[src/rtl/ad9866_ctrl_pkg.sv]
// Shared types, power-up register table and frame builder for the AD9866 control port.
package ad9866_ctrl_pkg;

    typedef enum logic [2:0] {
        RST_LO, RST_WAIT, INIT_LOAD, SHIFT, GAP, IDLE, LOAD
    } ctrl_state_t;

    typedef enum logic [1:0] {
        SPI_IDLE, SPI_LOAD, SPI_SHIFT, SPI_GAP
    } spi_phase_t;

    typedef enum logic {
        GRANT_HOST, GRANT_GAIN
    } grant_t;

    typedef struct packed {
        logic [5:0] addr;
        logic [7:0] data;
    } reg_write_t;

    localparam int         INIT_LEN   = 8;
    localparam logic [5:0] ADDR_RXPGA = 6'h09;

    localparam reg_write_t INIT_TABLE [INIT_LEN] = '{
        '{6'h01, 8'h00}, '{6'h02, 8'h80}, '{6'h03, 8'h00}, '{6'h04, 8'h36},
        '{6'h05, 8'h00}, '{6'h06, 8'h00}, '{6'h07, 8'h21}, '{6'h08, 8'h4B}
    };

    // Write frame: R/W bit, address, one pad bit, data; shifted MSB first.
    function automatic logic [15:0] build_frame(input logic [5:0] addr, input logic [7:0] data);
        return {1'b0, addr, 1'b0, data};
    endfunction

endpackage

[src/rtl/ad9866_spi_shift.sv]
// SPI shift engine: one load cycle, 32 SCLK half-phases, then a 2*CLK_DIV gap.
module ad9866_spi_shift
    import ad9866_ctrl_pkg::*;
#(
    parameter int CLK_DIV = 4
) (
    input  logic        clk,
    input  logic        rst_n,
    input  logic        start,
    input  logic [15:0] frame,
    output logic        done,
    output logic        sen_n,
    output logic        sclk,
    output logic        sdio
);

    localparam logic [8:0] HALF_LAST = 9'(CLK_DIV - 1);
    localparam logic [8:0] GAP_LAST  = 9'(2 * CLK_DIV - 1);
    localparam logic [8:0] DONE_AT   = 9'(2 * CLK_DIV - 2);

    spi_phase_t  phase, next_phase;
    logic [8:0]  cnt;
    logic [4:0]  half;
    logic [14:0] sreg;
    logic        half_end, gap_end, accept;

    assign half_end = (cnt == HALF_LAST);
    assign gap_end  = (cnt == GAP_LAST);
    // A new frame may start in the last gap cycle so init frames run back to back.
    assign accept   = start && ((phase == SPI_IDLE) || (phase == SPI_GAP && gap_end));

    always_ff @(posedge clk) begin
        if (!rst_n) phase <= SPI_IDLE;
        else        phase <= next_phase;
    end

    always_comb begin
        next_phase = phase;
        case (phase)
            SPI_IDLE:  if (accept) next_phase = SPI_LOAD;
            SPI_LOAD:  next_phase = SPI_SHIFT;
            SPI_SHIFT: if (half_end && half == 5'd31) next_phase = SPI_GAP;
            SPI_GAP:   if (gap_end) next_phase = accept ? SPI_LOAD : SPI_IDLE;
            default:   next_phase = SPI_IDLE;
        endcase
    end

    always_ff @(posedge clk) begin
        if (!rst_n) begin
            sen_n <= 1'b1;
            sclk  <= 1'b0;
            sdio  <= 1'b0;
            done  <= 1'b0;
            cnt   <= '0;
            half  <= '0;
            sreg  <= '0;
        end else begin
            done <= 1'b0;
            if (accept) begin
                sen_n <= 1'b0;
                sdio  <= frame[15];
                sreg  <= frame[14:0];
                cnt   <= '0;
                half  <= '0;
            end else begin
                case (phase)
                    SPI_SHIFT: begin
                        if (half_end) begin
                            cnt  <= '0;
                            half <= half + 5'd1;
                            if (!half[0]) begin
                                sclk <= 1'b1;
                            end else begin
                                sclk <= 1'b0;
                                if (half == 5'd31) begin
                                    sen_n <= 1'b1;
                                    sdio  <= 1'b0;
                                end else begin
                                    sdio <= sreg[14];
                                    sreg <= {sreg[13:0], 1'b0};
                                end
                            end
                        end else begin
                            cnt <= cnt + 9'd1;
                        end
                    end
                    SPI_GAP: begin
                        cnt  <= cnt + 9'd1;
                        done <= (cnt == DONE_AT);
                    end
                    default: ;
                endcase
            end
        end
    end

endmodule

[src/rtl/ad9866_ctrl.sv]
// AD9866 control port sequencer: reset pulse, power-up table, then host/gain arbitration.
module ad9866_ctrl
    import ad9866_ctrl_pkg::*;
#(
    parameter int CLK_DIV    = 4,
    parameter int RST_CYCLES = 64
) (
    input  logic       ad9866spiclk,
    input  logic       rst_n,
    input  logic       host_req,
    input  logic [5:0] host_addr,
    input  logic [7:0] host_data,
    output logic       host_ack,
    input  logic       gain_req,
    input  logic [5:0] gain_val,
    output logic       gain_ack,
    output logic       init_done,
    output logic       busy,
    output logic       ad9866_rst_n,
    output logic       ad9866_sen_n,
    output logic       ad9866_sclk,
    output logic       ad9866_sdio
);

    localparam int RCW   = $clog2(RST_CYCLES + 1);
    localparam int IDX_W = $clog2(INIT_LEN);
    localparam logic [RCW-1:0]   RST_LAST  = RCW'(RST_CYCLES - 1);
    localparam logic [IDX_W-1:0] INIT_LAST = IDX_W'(INIT_LEN - 1);

    ctrl_state_t      state, next_state;
    grant_t           last_grant;
    logic [RCW-1:0]   rst_cnt;
    logic [IDX_W-1:0] init_idx, init_next;
    logic [15:0]      frame;
    logic             start, done, grant_host, grant_gain, finish_init;
    logic             busy_d, rst_pin_d;

    assign init_next = init_idx + IDX_W'(1);

    ad9866_spi_shift #(.CLK_DIV(CLK_DIV)) u_shift (
        .clk   (ad9866spiclk),
        .rst_n (rst_n),
        .start (start),
        .frame (frame),
        .done  (done),
        .sen_n (ad9866_sen_n),
        .sclk  (ad9866_sclk),
        .sdio  (ad9866_sdio)
    );

    always_ff @(posedge ad9866spiclk) begin
        if (!rst_n) begin
            state        <= RST_LO;
            rst_cnt      <= '0;
            init_idx     <= '0;
            last_grant   <= GRANT_HOST;
            init_done    <= 1'b0;
            host_ack     <= 1'b0;
            gain_ack     <= 1'b0;
            busy         <= 1'b1;
            ad9866_rst_n <= 1'b0;
        end else begin
            // NOTE: sequential state is updated with non-blocking assignments only.
            state   <= next_state;
            rst_cnt <= (next_state == state && (state == RST_LO || state == RST_WAIT))
                       ? rst_cnt + RCW'(1) : '0;
            if (state == GAP && next_state == INIT_LOAD) init_idx <= init_next;
            if (grant_gain)      last_grant <= GRANT_GAIN;
            else if (grant_host) last_grant <= GRANT_HOST;
            if (finish_init) init_done <= 1'b1;
            host_ack     <= grant_host;
            gain_ack     <= grant_gain;
            busy         <= busy_d;
            ad9866_rst_n <= rst_pin_d;
        end
    end

    always_comb begin
        // NOTE: every combinational output gets a default first so no latch is inferred.
        next_state  = state;
        start       = 1'b0;
        frame       = '0;
        grant_host  = 1'b0;
        grant_gain  = 1'b0;
        finish_init = 1'b0;
        case (state)
            RST_LO:  if (rst_cnt == RST_LAST) next_state = RST_WAIT;
            RST_WAIT: if (rst_cnt == RST_LAST) begin
                next_state = INIT_LOAD;
                start      = 1'b1;
                frame      = build_frame(INIT_TABLE[0].addr, INIT_TABLE[0].data);
            end
            INIT_LOAD, LOAD: next_state = SHIFT;
            // The engine raises sen_n as its gap begins.
            SHIFT:   if (ad9866_sen_n) next_state = GAP;
            GAP: if (done) begin
                if (init_done || init_idx == INIT_LAST) begin
                    next_state  = IDLE;
                    finish_init = !init_done;
                end else begin
                    next_state = INIT_LOAD;
                    start      = 1'b1;
                    frame      = build_frame(INIT_TABLE[init_next].addr, INIT_TABLE[init_next].data);
                end
            end
            IDLE: begin
                grant_gain = gain_req && (!host_req || last_grant == GRANT_HOST);
                grant_host = host_req && !grant_gain;
                if (grant_gain) begin
                    next_state = LOAD;
                    start      = 1'b1;
                    frame      = build_frame(ADDR_RXPGA, {2'b01, gain_val});
                end else if (grant_host) begin
                    next_state = LOAD;
                    start      = 1'b1;
                    frame      = build_frame(host_addr, host_data);
                end
            end
            default: next_state = RST_LO;
        endcase
    end

    always_comb begin
        busy_d    = (next_state != IDLE);
        rst_pin_d = (next_state != RST_LO);
    end

endmodule

[config.mk]
export PLATFORM = sky130hd
export DESIGN_NAME = ad9866_ctrl
export DESIGN_NICKNAME = d
export VERILOG_FILES = /design/src/rtl/ad9866_ctrl_pkg.sv /design/src/rtl/ad9866_spi_shift.sv /design/src/rtl/ad9866_ctrl.sv
export SDC_FILE = /design/constraint.sdc
export NUM_CORES = 1
export LEC_CHECK = 0
export ABC_AREA = 1
export BUFFER_PORTS_ARGS = -buffer_cell sky130_fd_sc_hd__buf_2
export CORE_ASPECT_RATIO = 0.75
export CORE_MARGIN = 2
export CORE_UTILIZATION = 25
export DETAILED_ROUTE_END_ITERATION = 10
export SETUP_SLACK_MARGIN = 0.2
export SYNTH_ARGS = -nofsm -noshare
export SYNTH_HDL_FRONTEND = slang
export SYNTH_SLANG_ARGS = --single-unit
[constraint.sdc]
create_clock -name ad9866spiclk -period 2.65 [get_ports ad9866spiclk]
set_input_delay 0.3975 -clock ad9866spiclk [delete_from_list [all_inputs] [get_ports ad9866spiclk]]
set_output_delay 0.3975 -clock ad9866spiclk [all_outputs]
set_load 0.01 [all_outputs]
==> flow_metrics.env <==
export IMPL_layout_drive_gt1_share_pct=17.1
export IMPL_crit_type="flip-flop to flip-flop"
export IMPL_p_per_area_nw_per_um2=535
export IMPL_antenna_found_initial=0
export IMPL_finalHoldViolations=0
export IMPL_post_cts_buffers=0
export IMPL_grt_pass1_wl_mm=11.5
export IMPL_fin_crit_ps=1920
export IMPL_insertion_delay_ps=290
export IMPL_grt_usage_pct=11.0
export IMPL_arrival_ps=2160
export IMPL_cts_tree="yes"
export IMPL_tns_ps=0
export IMPL_worst_pin_slew_ps=771
export IMPL_r2r_end="u_shift.sreg[3]$_SDFFE_PN0P_"
export IMPL_yosysWarnings=0
export IMPL_grt_overflow_total=0
export IMPL_initial_core_util_pct=25.4
export IMPL_cp_required_ps=2900
export IMPL_grt_pass1_vias=2531
export IMPL_critPathLaunchType="flip-flop"
export IMPL_r2r_cells=13
export IMPL_root_buffer="clkbuf_16"
export IMPL_area_delta_synth_final_pct=15.1
export IMPL_viasPerCell=4.27
export IMPL_rsz0062_at_grt="no"
export IMPL_gp_congestion=0.838
export IMPL_drt_iter0_markers=145
export IMPL_setup_ws_ps=733
export IMPL_finalNetCount=477
export IMPL_netlist_top_cells_area="dfxtp_1 (37%), nand2_1 (13%), nor2_1 (7.8%)"
export IMPL_dieWidth_um=129
export IMPL_vias=2562
export IMPL_hold_path_class="input pin to flip-flop"
export IMPL_ys_ff_latch=54
export IMPL_h_tree_depth=2
export IMPL_syn_area_um2=2930
export IMPL_io_pins=32
export IMPL_yosysSeqAreaShare_pct=36.9
export IMPL_max_freq_ghz=0.522
export IMPL_syn_nets=447
export IMPL_drc=0
export IMPL_hpwl_mm=4.96
export IMPL_fin_crit_sh_pct=72.3
export IMPL_cts_sinks=54
export IMPL_diodes=0
export IMPL_die_area_um2=12600
export IMPL_p_total_uw=1810
export IMPL_wl_mm=6.49
export IMPL_worstSetupStartpoint="init_idx[0]$_SDFFE_PN0P_"
export IMPL_ys_types=42
export IMPL_cts_resized=0
export IMPL_wl_per_cell_um=10.8
export IMPL_maxSlewHeadroom_pct=48.4
export IMPL_leakage_uw=0.00147
export IMPL_antenna_left=0
export IMPL_maxCapViolCount=0
export IMPL_slew_viol_final=0
export IMPL_critPathCapture="u_shift.sreg[3]$_SDFFE_PN0P_"
export IMPL_reg2reg_setup_slack_ps=730
export IMPL_core_um2=11500
export IMPL_cts_buffers=5
export IMPL_skew_ps=8.42
export IMPL_grt_max_degree=20
export IMPL_end_kind="flip-flop"
export IMPL_cts_max_path_buffers=2
export IMPL_io_buffer_count=31
export IMPL_synthCells=407
export IMPL_critPathMaxFanout=19
export IMPL_yosys_area_top_type_share_pct=36.9
export IMPL_synth_area_per_cell_um2=7.20
export IMPL_drt_pass1_iter_count=6
export IMPL_die_y_um=97.8
export IMPL_post_place_ws_ps=728
export IMPL_clk_pin_slew_ps=70
export IMPL_synth_top_cell_by_area="dfxtp_1"
export IMPL_ir_worst_vdd_uv=296
export IMPL_row_count=34
export IMPL_status="completed"
export IMPL_timing_rr_start="init_idx[0]$_SDFFE_PN0P_"
export IMPL_ctsHoldBuffers=0
export IMPL_finalSetupViolations=0
power by group:
part           switching (uW)  leakage, uW  internal (uW)
combinational             188     0.000968           99.9
sequential               26.5     0.000436            840
clock                     300    0.0000698            351
total                     515      0.00147           1290
flip-flops by register name (all words and copies together), names as in the netlist, 2 cells and up:
register / count
init_idx: 3
rst_cnt: 7
state: 3
u_shift.cnt: 9
u_shift.half: 5
u_shift.phase: 2
u_shift.sreg: 15
stage by stage:
stage	util, %	hold WS (ps)	instances	cell area (um2)
after floorplan	-	418	407	2930
after detailed placement	28.0	443	592	3230
after global routing	29.3	475	600	3370
after CTS	29.3	449	600	3370
after global placement	28.0	429	592	3230
final	29.3	449	600	3370
cells by family (layout without fill, tap and decap cells):
kind of cell             Yosys count  count (layout)  share of synthesized area [%]
AND/OR/NAND/NOR                  226             226                           35.4
buffers and inverters             57              88                           8.79
flip-flops                        54              54                           36.9
AO/OA/AOI/OAI                     45              45                           9.39
adder cells (fa/ha/maj)           16              16                           6.83
XOR/XNOR                           9               9                           2.69
layout make-up:
type | instances | area [um2]
Sequential cell | 54 | 1080
Multi-Input combinational cell | 296 | 1590
Inverter | 48 | 188
Tap cell | 162 | 203
Timing Repair Buffer | 32 | 163
Clock inverter | 3 | 21.3
Clock buffer | 5 | 125
Fill cell | 1264 | 8160
layout by cell type (no fill, tap or decap), types with 2 or more instances in the layout:
cell and instances:
nand2_1 98, clkbuf_16 5, nor3_1 3, o21ai_2 3
inv_2 5, a21oi_1 16, nand3_4 2, buf_2 31
nand4_1 5, nor2_2 4, o21ai_0 11, nand2_4 3
nor2_1 61, nand2_2 6, xor2_1 7, o21ai_1 3
nor3b_1 2, inv_1 41, nand3_1 35, xnor2_1 2
dfxtp_1 54, nand3_2 2, a21oi_2 4, ha_1 16
critical path, stage by stage, from the launching register on:
cell     delay, ps
dfxtp_1        340
ha_1           200
ha_1           190
nor2_1          90
nand2_1         90
inv_1          100
nand2_2        110
nand3_4        150
nand2_4        170
inv_6          170
nand2_1         70
nand3_1         90
nand2_1         50
inv_1           50
worst min path at each step:
stage,from,endpoint,slack (ps),depth (start not counted)
global placement,rst_cnt[0]$_SDFF_PN0_,rst_cnt[0]$_SDFF_PN0_,430,1
CTS,host_data[4],u_shift.sreg[4]$_SDFFE_PN0P_,450,5
detailed placement,rst_cnt[0]$_SDFF_PN0_,rst_cnt[0]$_SDFF_PN0_,440,1
finish,host_data[4],u_shift.sreg[4]$_SDFFE_PN0P_,450,5
floorplan,rst_cnt[0]$_SDFF_PN0_,rst_cnt[0]$_SDFF_PN0_,420,1
global route,rst_cnt[0]$_SDFF_PN0_,rst_cnt[0]$_SDFF_PN0_,480,1
layer usage:
metal | global-route usage, % | vias up | part of all wire (%) | routed length (um)
met3 | 1.97 | 10 | 3.4 | 220
li1 | - | 1356 | - | -
met5 | 0 | - | 0 | 0
met4 | 2.51 | 0 | 1.0 | 68
met1 | 16.0 | 1154 | 53 | 3460
met2 | 16.9 | 42 | 42 | 2740
Yosys cell counts (all sizes together):
cell type and number:
inv 48, nand4 5, a211oi 1, or2 1, a31oi 1, nor2 67
a21oi 20, a22o 1, buf 8, dfxtp 54, o21ai 17, nand2 107
a311oi 1, clkbuf 1, nor3b 2, xnor2 2, o221ai 1, a32oi 1
ha 16, a22oi 1, nor3 4, nand3 39, xor2 7, nor4 1
o211ai 1
Power figures use the tool's default switching activity.
